===== config.mk =====
export PLATFORM = sky130hd
export DESIGN_NAME = uart_tx_ctrl
export DESIGN_NICKNAME = d
export VERILOG_FILES = /design/src/rtl/uart_tx_ctrl.sv
export SDC_FILE = /design/constraint.sdc
export NUM_CORES = 1
export LEC_CHECK = 0
export BUFFER_PORTS_ARGS = -buffer_cell sky130_fd_sc_hd__buf_4
export CORE_UTILIZATION = 40
export DETAILED_ROUTE_END_ITERATION = 16
export MAX_ROUTING_LAYER = met4
export PLACE_DENSITY = 0.72
export SYNTH_ARGS = -nofsm -noshare
export SYNTH_HDL_FRONTEND = slang
export SYNTH_SLANG_ARGS = --single-unit

===== constraint.sdc =====
create_clock -name clk -period 2.04 [get_ports clk]
set_clock_uncertainty 0.15 [all_clocks]
set_input_delay 0.408 -clock clk [delete_from_list [all_inputs] [get_ports clk]]
set_output_delay 0.408 -clock clk [all_outputs]
set_load 0.01 [all_outputs]

===== src/rtl/uart_tx_ctrl.sv =====
// uart_tx_ctrl: UART frame sequencer emitting start, LSB-first data, optional parity and stop bits,
// advancing one bit per baud_tick after a valid/ready accept that restarts the baud generator.
module uart_tx_ctrl #(
    parameter int DATA_BITS  = 8,
    parameter int PARITY_EN  = 0,
    parameter int PARITY_ODD = 0,
    parameter int STOP_BITS  = 1
) (
    input  logic                 clk,
    input  logic                 rst,
    input  logic                 baud_tick,
    output logic                 baud_restart,
    input  logic [DATA_BITS-1:0] tx_data,
    input  logic                 tx_valid,
    output logic                 tx_ready,
    output logic                 tx,
    output logic                 busy,
    output logic                 done
);
    localparam int IW = $clog2(DATA_BITS);

    typedef enum logic [2:0] {S_IDLE, S_START, S_DATA, S_PARITY, S_STOP} state_t;

    state_t               r_state, w_state_n;
    logic [DATA_BITS-1:0] r_shreg, w_shreg_n;
    logic [IW-1:0]        r_bit_idx, w_bit_idx_n;
    logic                 r_stop_cnt, w_stop_cnt_n;
    logic                 r_par, w_par_n;
    logic                 r_tx, w_tx_n;
    logic                 r_done, w_done_n;
    logic                 w_accept;

    assign tx_ready     = (r_state == S_IDLE) && !rst;
    assign w_accept     = tx_valid && tx_ready;
    assign baud_restart = w_accept;
    assign tx           = r_tx;
    assign busy         = r_state != S_IDLE;
    assign done         = r_done;

    always_comb begin
        w_state_n    = r_state;
        w_shreg_n    = r_shreg;
        w_bit_idx_n  = r_bit_idx;
        w_stop_cnt_n = r_stop_cnt;
        w_par_n      = r_par;
        w_done_n     = 1'b0;
        case (r_state)
            S_IDLE: if (w_accept) begin
                w_state_n = S_START;
                w_shreg_n = tx_data;
                w_par_n   = (^tx_data) ^ (PARITY_ODD != 0);
            end
            S_START: if (baud_tick) begin
                w_state_n   = S_DATA;
                w_bit_idx_n = '0;
            end
            S_DATA: if (baud_tick) begin
                w_shreg_n = r_shreg >> 1;
                if (r_bit_idx == IW'(DATA_BITS - 1)) begin
                    w_state_n    = (PARITY_EN != 0) ? S_PARITY : S_STOP;
                    w_stop_cnt_n = 1'b0;
                end else begin
                    w_bit_idx_n = r_bit_idx + IW'(1);
                end
            end
            S_PARITY: if (baud_tick) begin
                w_state_n    = S_STOP;
                w_stop_cnt_n = 1'b0;
            end
            S_STOP: if (baud_tick) begin
                if (r_stop_cnt == 1'(STOP_BITS - 1)) begin
                    w_state_n = S_IDLE;
                    w_done_n  = 1'b1;
                end else begin
                    w_stop_cnt_n = r_stop_cnt + 1'b1;
                end
            end
            default: w_state_n = S_IDLE;
        endcase
        // tx is registered from the next state so each bit appears on the edge that enters it
        w_tx_n = (w_state_n == S_START)  ? 1'b0 :
                 (w_state_n == S_DATA)   ? w_shreg_n[0] :
                 (w_state_n == S_PARITY) ? w_par_n : 1'b1;
    end

    always_ff @(posedge clk) begin
        if (rst) begin
            r_state    <= S_IDLE;
            r_shreg    <= '0;
            r_bit_idx  <= '0;
            r_stop_cnt <= 1'b0;
            r_par      <= 1'b0;
            r_tx       <= 1'b1;
            r_done     <= 1'b0;
        end else begin
            r_state    <= w_state_n;
            r_shreg    <= w_shreg_n;
            r_bit_idx  <= w_bit_idx_n;
            r_stop_cnt <= w_stop_cnt_n;
            r_par      <= w_par_n;
            r_tx       <= w_tx_n;
            r_done     <= w_done_n;
        end
    end
endmodule


After elaboration in Yosys (flattened, before gate mapping)
Index checks and enable logic that the tools add are counted.
{"block": "totals", "reg_bits": 18, "inputBits": 12, "elab_cells": 67}
{"block": "op_classes", "add_sub_neg": 2, "n_eq_ne": 15, "n_mux": 27, "bitwise": 2, "n_reduce_logical": 13}
{"operator": "$mux 3", "n": 10}
{"operator": "$mux 8", "n": 2}
{"operator": "$pmux 8 s2", "n": 1}
{"operator": "$pmux 3 s5", "n": 1}
{"operator": "$ne 2x2->1 const B", "n": 7}
{"operator": "$eq 3x2->1 const B", "n": 4}
{"operator": "$mux 1", "n": 11}
{"operator": "$reduce_xor 8->1", "n": 1}
{"operator": "$eq 3x1->1 const B", "n": 2}
{"operator": "$eq 3x3->1 const B", "n": 2}
{"operator": "$pmux 3 s2", "n": 1}
{"operator": "$reduce_bool 3->1", "n": 2}
{"operator": "$reduce_and 5->1", "n": 1}
{"operator": "$reduce_and 4->1", "n": 1}
{"operator": "$reduce_bool 2->1", "n": 2}
{"operator": "$add 3x1->3 const B", "n": 1}
{"operator": "$logic_not 3->1", "n": 1}
{"operator": "$pmux 1 s3", "n": 1}
{"operator": "$reduce_and 3->1", "n": 1}
{"operator": "$reduce_or 3->1", "n": 1}
{"operator": "$logic_and 1x1->1", "n": 2}
{"operator": "$not 1->1", "n": 2}
{"operator": "$add 1x1->1 const B", "n": 1}
{"operator": "$logic_not 1->1", "n": 1}

Longest topological paths before layout
Gate-level depths: netlist of the first run.
{"block": "logic_depth", "ltp_word": 9, "mapped_depth": 6, "mapped_depth_nobuf": 6}

Worst setup path after synthesis of the first run
No wires, ideal clock.
{"block": "synth_timing", "path_kind": "input to register", "startpoint": "input port rst", "endpoint": "register r_tx, in the netlist tx", "arrival_time_ns": 1.532, "path_slack_ns": 0.224, "cell_stages": 4, "cell_sequence": "or3b_1 -> a211o_1 -> a222oi_1 -> a21oi_1"}
{"block": "synth_between", "elab_chain_cells": 9, "word_cells_on_any_way": 15, "classes_between": "3 x eq/ne; 9 x mux; 3 x reduce/logical"}
{"item": "start, declared", "line_no": "10", "text": "input logic rst,"}
{"item": "$logic_not 1->1", "line_no": "33", "text": "assign tx_ready = (r_state == S_IDLE) && !rst;"}
{"item": "$logic_and 1x1->1", "line_no": "33"}
{"item": "$logic_and 1x1->1", "line_no": "34", "text": "assign w_accept = tx_valid && tx_ready;"}
{"item": "$mux 3", "line_no": "48", "text": "S_IDLE: if (w_accept) begin"}
{"item": "$pmux 3 s5", "line_no": "47", "text": "case (r_state)"}
{"item": "$eq 3x2->1", "line_no": "83", "text": "(w_state_n == S_PARITY) ? w_par_n : 1'b1;"}
{"item": "$mux 1", "line_no": "83"}
{"item": "$mux 1", "line_no": "82", "text": "(w_state_n == S_DATA) ? w_shreg_n[0] :"}
{"item": "$mux 1", "line_no": "81", "text": "w_tx_n = (w_state_n == S_START) ? 1'b0 :"}
{"item": "end signal, assigned", "line_no": "101", "text": "r_tx <= w_tx_n;"}
{"item": "end, declared", "line_no": "29", "text": "logic r_tx, w_tx_n;"}
Several ways; a longest one is shown, not always the timed one. The select of a mux whose other input is x is not followed.
A chain may end at the register's enable or synchronous reset.

Final worst setup path of the first run
{"block": "layout_timing", "startpoint": "register r_state[0]", "endpoint": "output port tx_ready"}
{"block": "layout_between", "elab_chain_cells": 2}
{"item": "start, declared", "line_no": "24", "text": "state_t r_state, w_state_n;"}
{"item": "start signal, assigned", "line_no": "96", "text": "r_state <= w_state_n;"}
{"item": "$logic_not 3->1", "line_no": "33"}
{"item": "$logic_and 1x1->1", "line_no": "33"}
{"item": "end, declared", "line_no": "15", "text": "output logic tx_ready,"}
No other way between the ends.

==> summary.txt, run 1 <==
Status
  • Run status: complete, no violations

Timing
  • Final count of negative-setup-slack endpoints: 0
  • Fin worst setup slack: 83.8 ps
  • Min Tclk post-route: 1960 ps
  • RSZ-0062 raised after global routing: false
  • Hold Vio Cnt, Final: 0
  • Period utilization: 0.959
  • Fmax achieved: 0.511 GHz
  • Worst hold slack: 221 ps
  • Slew headroom: 0.531
  • Least-Margin Pin Slew: 698 ps
  • Max-slew violation count: 0
  • Setup_tns: 0 ps

Pwr
  • Leak: 0.414 nW
  • Power, Total: 0.691 mW
  • PwrDens: 659 nW/um^2
  • Worst vdd ir: 446 uV

Clock network
  • TritonCTS clock tree: done
  • Clock Tree Buf Depth: 2
  • Hold Buf Count CTS: 0
  • TritonCTS buffer count: 3
  • Clk sinks: 17
  • Worst-path clk slew: 100 ps
  • H-tree depth: 1
  • Root buffer cell: clkbuf_4
  • Worst-skew pair later-pin latency: 290 ps

GRT
  • Grt total ovfl: 0
  • Total GRT Usage: 0.191
  • Initial antenna violation count: 0
  • Global-route wire length before repair: 2.89 mm
  • Vias in the first global route: 685
  • Largest net degree at the start of global routing: 13

Worst hold path
  • HP Class: input pin to flop
  • Hold_sp: tx_data[5]

Setup path
  • CP Launch Point: r_state[0]
  • Most common cell on crit path: buf_4
  • Critical path class: flop to output port
  • Critical path's top delay family: simple AND/OR/NAND/NOR gates
  • CP peak stage delay: 380 ps
  • Cell breakdown of the critical path: buf_4, or3_4, nor2_2, buf_4
  • Slowest CP cell: or3_4
  • Worst path bufs/invs: 2
  • Data required, critical path: 1480 ps
  • Critical Path AT: 1400 ps
  • CP max FO: 12
  • Critical Path Sink Type: output port
  • Worst Setup Start Kind: flop
  • Reg2reg start: r_state[1]

Final layout
  • # diodes: 0
  • Synthesis-to-finish area growth: 26.9%
  • Final Util: 0.535
  • Filler cells: 209
  • Share of cells above drive strength 1: 0.269
  • Commonest non-fill, non-tap cell in the layout: buf_4
  • Final net count: 134
  • Commonest non-fill, non-tap cells in the layout: 23 x buf_4, 16 x nor2_1, 16 x dfxtp_1, 8 x nand2_1

Die
  • Core area: 1960 um^2
  • Die width: 47.5 um
  • Core Rows: 16
  • # IOs: 17
  • DIE AREA: 2250 um^2
  • Initial Util: 0.422
  • Die height: 47.5 um

Detailed routing
  • Total wire length: 1.82 mm
  • DR pass1 iterations: 5
  • Initial DRC Count: 40
  • Vias per cell: 5.45
  • DRC viols: 0
  • Antenna-violating nets left: 0
  • Vias: 796
  • Wire length per cell: 12.5 um

Synth
  • Post-synthesis net count: 112
  • Syn avg cell area: 8.44 um^2
  • Sequential cell area fraction in the yosys report: 0.411
  • Syn. warnings: 0
  • Post-Synthesis Cells: 98
  • Yosys reg bits: 17
  • Mapped cell area: 827 um^2
  • Synth unique cells: 25

Flow run
  • # Max-Cap Violations: 0

Place
  • Setup slack at placement: 45.7 ps
  • Post-DP HPWL: 1.34 mm
  • Routability cong.: 0.882
  • PortBufs: 16
==> cell families after synthesis <==
group,Yosys count,synth area share
xor gates and xnor gates,7,0.0741
buffers and inverters,9,0.0484
and+or+nand+nor,41,0.242
AOI/OAI and AO/OA,22,0.194
DFF,17,0.412
adders and majority gates,2,0.0303
==> path summary, 6_finish.rpt <==
path / to / slack (ps) / depth (start not counted)
worst max register to register: tx / 170 / 4
worst min register to register: r_bit_idx[2] / 310 / 2
worst min-delay path: r_shreg[5] / 220 / 3
worst max-delay path: tx_ready / 80 / 4
==> through the flow <==
stage          instances  instance area, um^2
3_3_place_gp         142                 1000
2_1_floorplan         98                  827
6_report             146                 1050
3_5_place_dp         142                 1000
5_1_grt              146                 1050
4_1_cts              146                 1040
==> cell type report <==
type	instances	area, um^2	area share
Clock inverter	1	5.00	0.00477
Sequential cell	17	342	0.325
Clock buffer	3	22.5	0.0215
Multi-Input combinational cell	72	463	0.441
Timing Repair Buffer	23	173	0.164
Tap cell	27	33.8	0.0322
Inverter	3	11.3	0.0107
==> synthesized netlist by cell type (all sizes together) <==
cell	n	area (um^2)
a211o	1	8.76
a211oi	1	7.51
a21oi	7	35.0
a222oi	7	70.1
a22oi	1	7.51
a31oi	1	6.26
and3b	1	8.76
buf	4	21.3
clkbuf	2	7.51
dfxtp	17	340
ha	2	25.0
inv	3	11.3
nand2	8	30.0
nor2	17	63.8
nor2b	4	25.0
nor3	3	15.0
nor3b	2	15.0
nor4b	1	8.76
o21ai	3	15.0
o32a	1	10.0
or3	4	25.0
or3b	1	8.76
xnor2	7	61.3
==> sequential cells by signal, summed over array words and instances, names as in the netlist <==
name       cells
done           1
r_bit_idx      3
r_par          1
r_shreg        8
r_state        3
tx             1
==> power by group <==
group / switching (mW) / internal [mW] / total [mW]
sequential: 0.0103 / 0.347 / 0.358
combinational: 0.0720 / 0.0809 / 0.153
clock: 0.108 / 0.0730 / 0.181
total: 0.190 / 0.501 / 0.691
==> routing by layer <==
metal  routed length [um]  share of wire  vias to the layer above  global-route usage
li1                     -              -                      397                   -
met1                  824           0.45                      375               0.227
met2                  877           0.48                       22               0.293
met3                  107          0.059                        2              0.0717
met4                   12         0.0066                        0              0.0686
met5                    0              0                        -                   -
==> what timing repair did <==
item / 4_1_cts / 5_1_grt
setup endpoints to repair: 1 / 5
endpoints found under the hold margin: 0 / 0
setup buffers: 0 / 0
pin swaps: 0 / 1
gates resized for setup: 1 / 5
==> worst register-to-register path, delay by kind of cell, from the launching register on <==
kind	cells	cell delay, ps
compound gates	3	820
simple gates	1	390
flops	1	380
No activity file was read; power rests on OpenSTA's default activity.
==> inputs of run 2 (changes only) <==
--- a/config.mk
+++ b/config.mk
@@ -7,6 +7,7 @@
 export LEC_CHECK = 0
 export BUFFER_PORTS_ARGS = -buffer_cell sky130_fd_sc_hd__buf_4
 export CORE_UTILIZATION = 40
+export CTS_BUF_LIST = sky130_fd_sc_hd__clkbuf_16
 export DETAILED_ROUTE_END_ITERATION = 16
 export MAX_ROUTING_LAYER = met4
 export PLACE_DENSITY = 0.72
==> summary.txt, run 2 (same netlist as run 1, synthesis figures left out) <==
Setup path
  • Critical Path AT: 1330 ps
  • Data required, critical path: 1480 ps
  • Worst Setup Start Kind: flop
  • Critical Path Sink Type: output port
  • Critical path class: flop to output port
  • CP max FO: 12

Place
  • Routability cong.: 0.882
  • PortBufs: 16
  • Post-Place Cells: 142
  • Post-DP HPWL: 1.34 mm

Flow run
  • # Max-Cap Violations: 0

Die
  • Core area: 1960 um^2
  • Initial Util: 0.422
  • Die height: 47.5 um
  • # IOs: 17
  • Die width: 47.5 um
  • Core Rows: 16
  • DIE AREA: 2250 um^2

Timing
  • Hold Vio Cnt, Final: 0
  • Least-Margin Pin Slew: 730 ps
  • Max-slew violation count: 0
  • Period utilization: 0.926
  • Worst hold slack: 269 ps
  • Setup_tns: 0 ps
  • Slew headroom: 0.510
  • Final count of negative-setup-slack endpoints: 0
  • Fmax achieved: 0.529 GHz
  • RSZ-0062 raised after global routing: false
  • Min Tclk post-route: 1890 ps

Detailed routing
  • Vias: 792
  • Total wire length: 1.85 mm
  • DRC viols: 0
  • Antenna-violating nets left: 0
  • Wire length per cell: 12.7 um
  • DR pass1 iterations: 5
  • Vias per cell: 5.42
  • Initial DRC Count: 56

Pwr
  • Leak: 0.436 nW
  • Net Sw Frac: 0.237
  • Sequential power share: 0.397
  • Worst vdd ir: 744 uV
  • P_sw: 0.214 mW
  • Pint: 0.689 mW
  • PwrDens: 827 nW/um^2
  • Combinational power share: 0.165
  • Clock network power share: 0.438

GRT
  • Grt total ovfl: 0
  • Vias in the first global route: 689
  • Initial antenna violation count: 0
  • Total GRT Usage: 0.197
  • Largest net degree at the start of global routing: 13
  • Global-route wire length before repair: 2.94 mm

Clock network
  • Worst-path clk slew: 50 ps
  • Clk sinks: 17
  • Post-CTS setup buffer count: 0
  • H-tree depth: 1
  • Clock Tree Buf Depth: 2
  • Worst-skew pair later-pin latency: 250 ps
  • TritonCTS buffer count: 3
  • Root buffer cell: clkbuf_16
  • TritonCTS clock tree: done

Final layout
  • Post-Layout Cell Count: 146
  • Commonest non-fill, non-tap cell in the layout: buf_4
  • Synthesis-to-finish area growth: 31.9%
  • # diodes: 0
  • Share of cells above drive strength 1: 0.235
  • Largest Register: r_shreg
  • Largest regs: r_shreg (8), r_bit_idx (3), r_state (3)
  • Commonest non-fill, non-tap cells in the layout: 23 x buf_4, 17 x nor2_1, 17 x dfxtp_1, 8 x nand2_1
  • Largest register FFs: 8
  • Final net count: 134

Status
  • Run status: complete, no violations

Worst hold path
  • HP Class: input pin to flop
-- run 2: cell count changes in the layout (fill, tap and decap cells not counted) --
cell       delta
dfxtp_2       -1
nor2_2        -1
clkbuf_16     +3
or3_1         +1
nor2b_2       -1
nor2_1        +1
clkbuf_4      -3
dfxtp_1       +1
or3_4         -1
nor2b_1       +1
-- run 2: layout make-up --
type | instances | area (um^2)
inverters | 3 | 11.3
repair buffers | 23 | 173
multi-input cells | 72 | 453
well taps | 27 | 33.8
clock inverters | 1 | 5.00
fillers | 198 | 871
clock buffers | 3 | 75.1
flip-flops and latches | 17 | 340
-- run 2: metal layers --
metal / GRT usage / up-vias / routed length [um]
li1: - / 396 / -
met1: 0.231 / 369 / 800
met2: 0.310 / 25 / 915
met3: 0.0679 / 2 / 116
met4: 0.0743 / 0 / 18
met5: - / - / 0
-- run 2: worst paths after layout --
| kind | depth (start not counted) | slack, ps | from | to |
|---|---|---|---|---|
| worst max register to register | 6 | 170 | r_bit_idx[0] | r_bit_idx[0] |
| worst min register to register | 2 | 300 | r_bit_idx[2] | r_bit_idx[2] |
| worst min-delay path | 3 | 270 | tx_data[6] | r_shreg[6] |
| worst max-delay path | 4 | 150 | r_state[0] | tx_ready |
-- run 2: repair_timing --
item,4_1_cts,5_1_grt
hold buffers,0,0
gates resized for setup,0,2
setup endpoints to repair,0,3
-- run 2: stage by stage --
step	total power [mW]	util	cell area [um^2]	worst slack (ps)
final	0.902	0.556	1090	150
after global routing	0.951	0.556	1090	37.9
after CTS	0.910	0.553	1080	21.6
after detailed placement	0.511	0.512	1000	45.7
after global placement	0.509	0.512	1000	56.4
after floorplan	0.453	-	827	224
-- run 2: power by group through the flow --
stage          clock network, mW  logic, mW  registers (mW)
3_5_place_dp                   0      0.147           0.364
6_report                   0.395      0.149           0.358
2_1_floorplan                  0     0.0906           0.362
4_1_cts                    0.404      0.148           0.357
3_3_place_gp                   0      0.145           0.364
5_1_grt                    0.428      0.163           0.360
-- run 2: worst max-delay path, stage by stage, from the launching register on --
cell	delay (ps)
dfxtp_1	320
buf_4	170
or3_1	370
nor2_1	100
buf_4	120
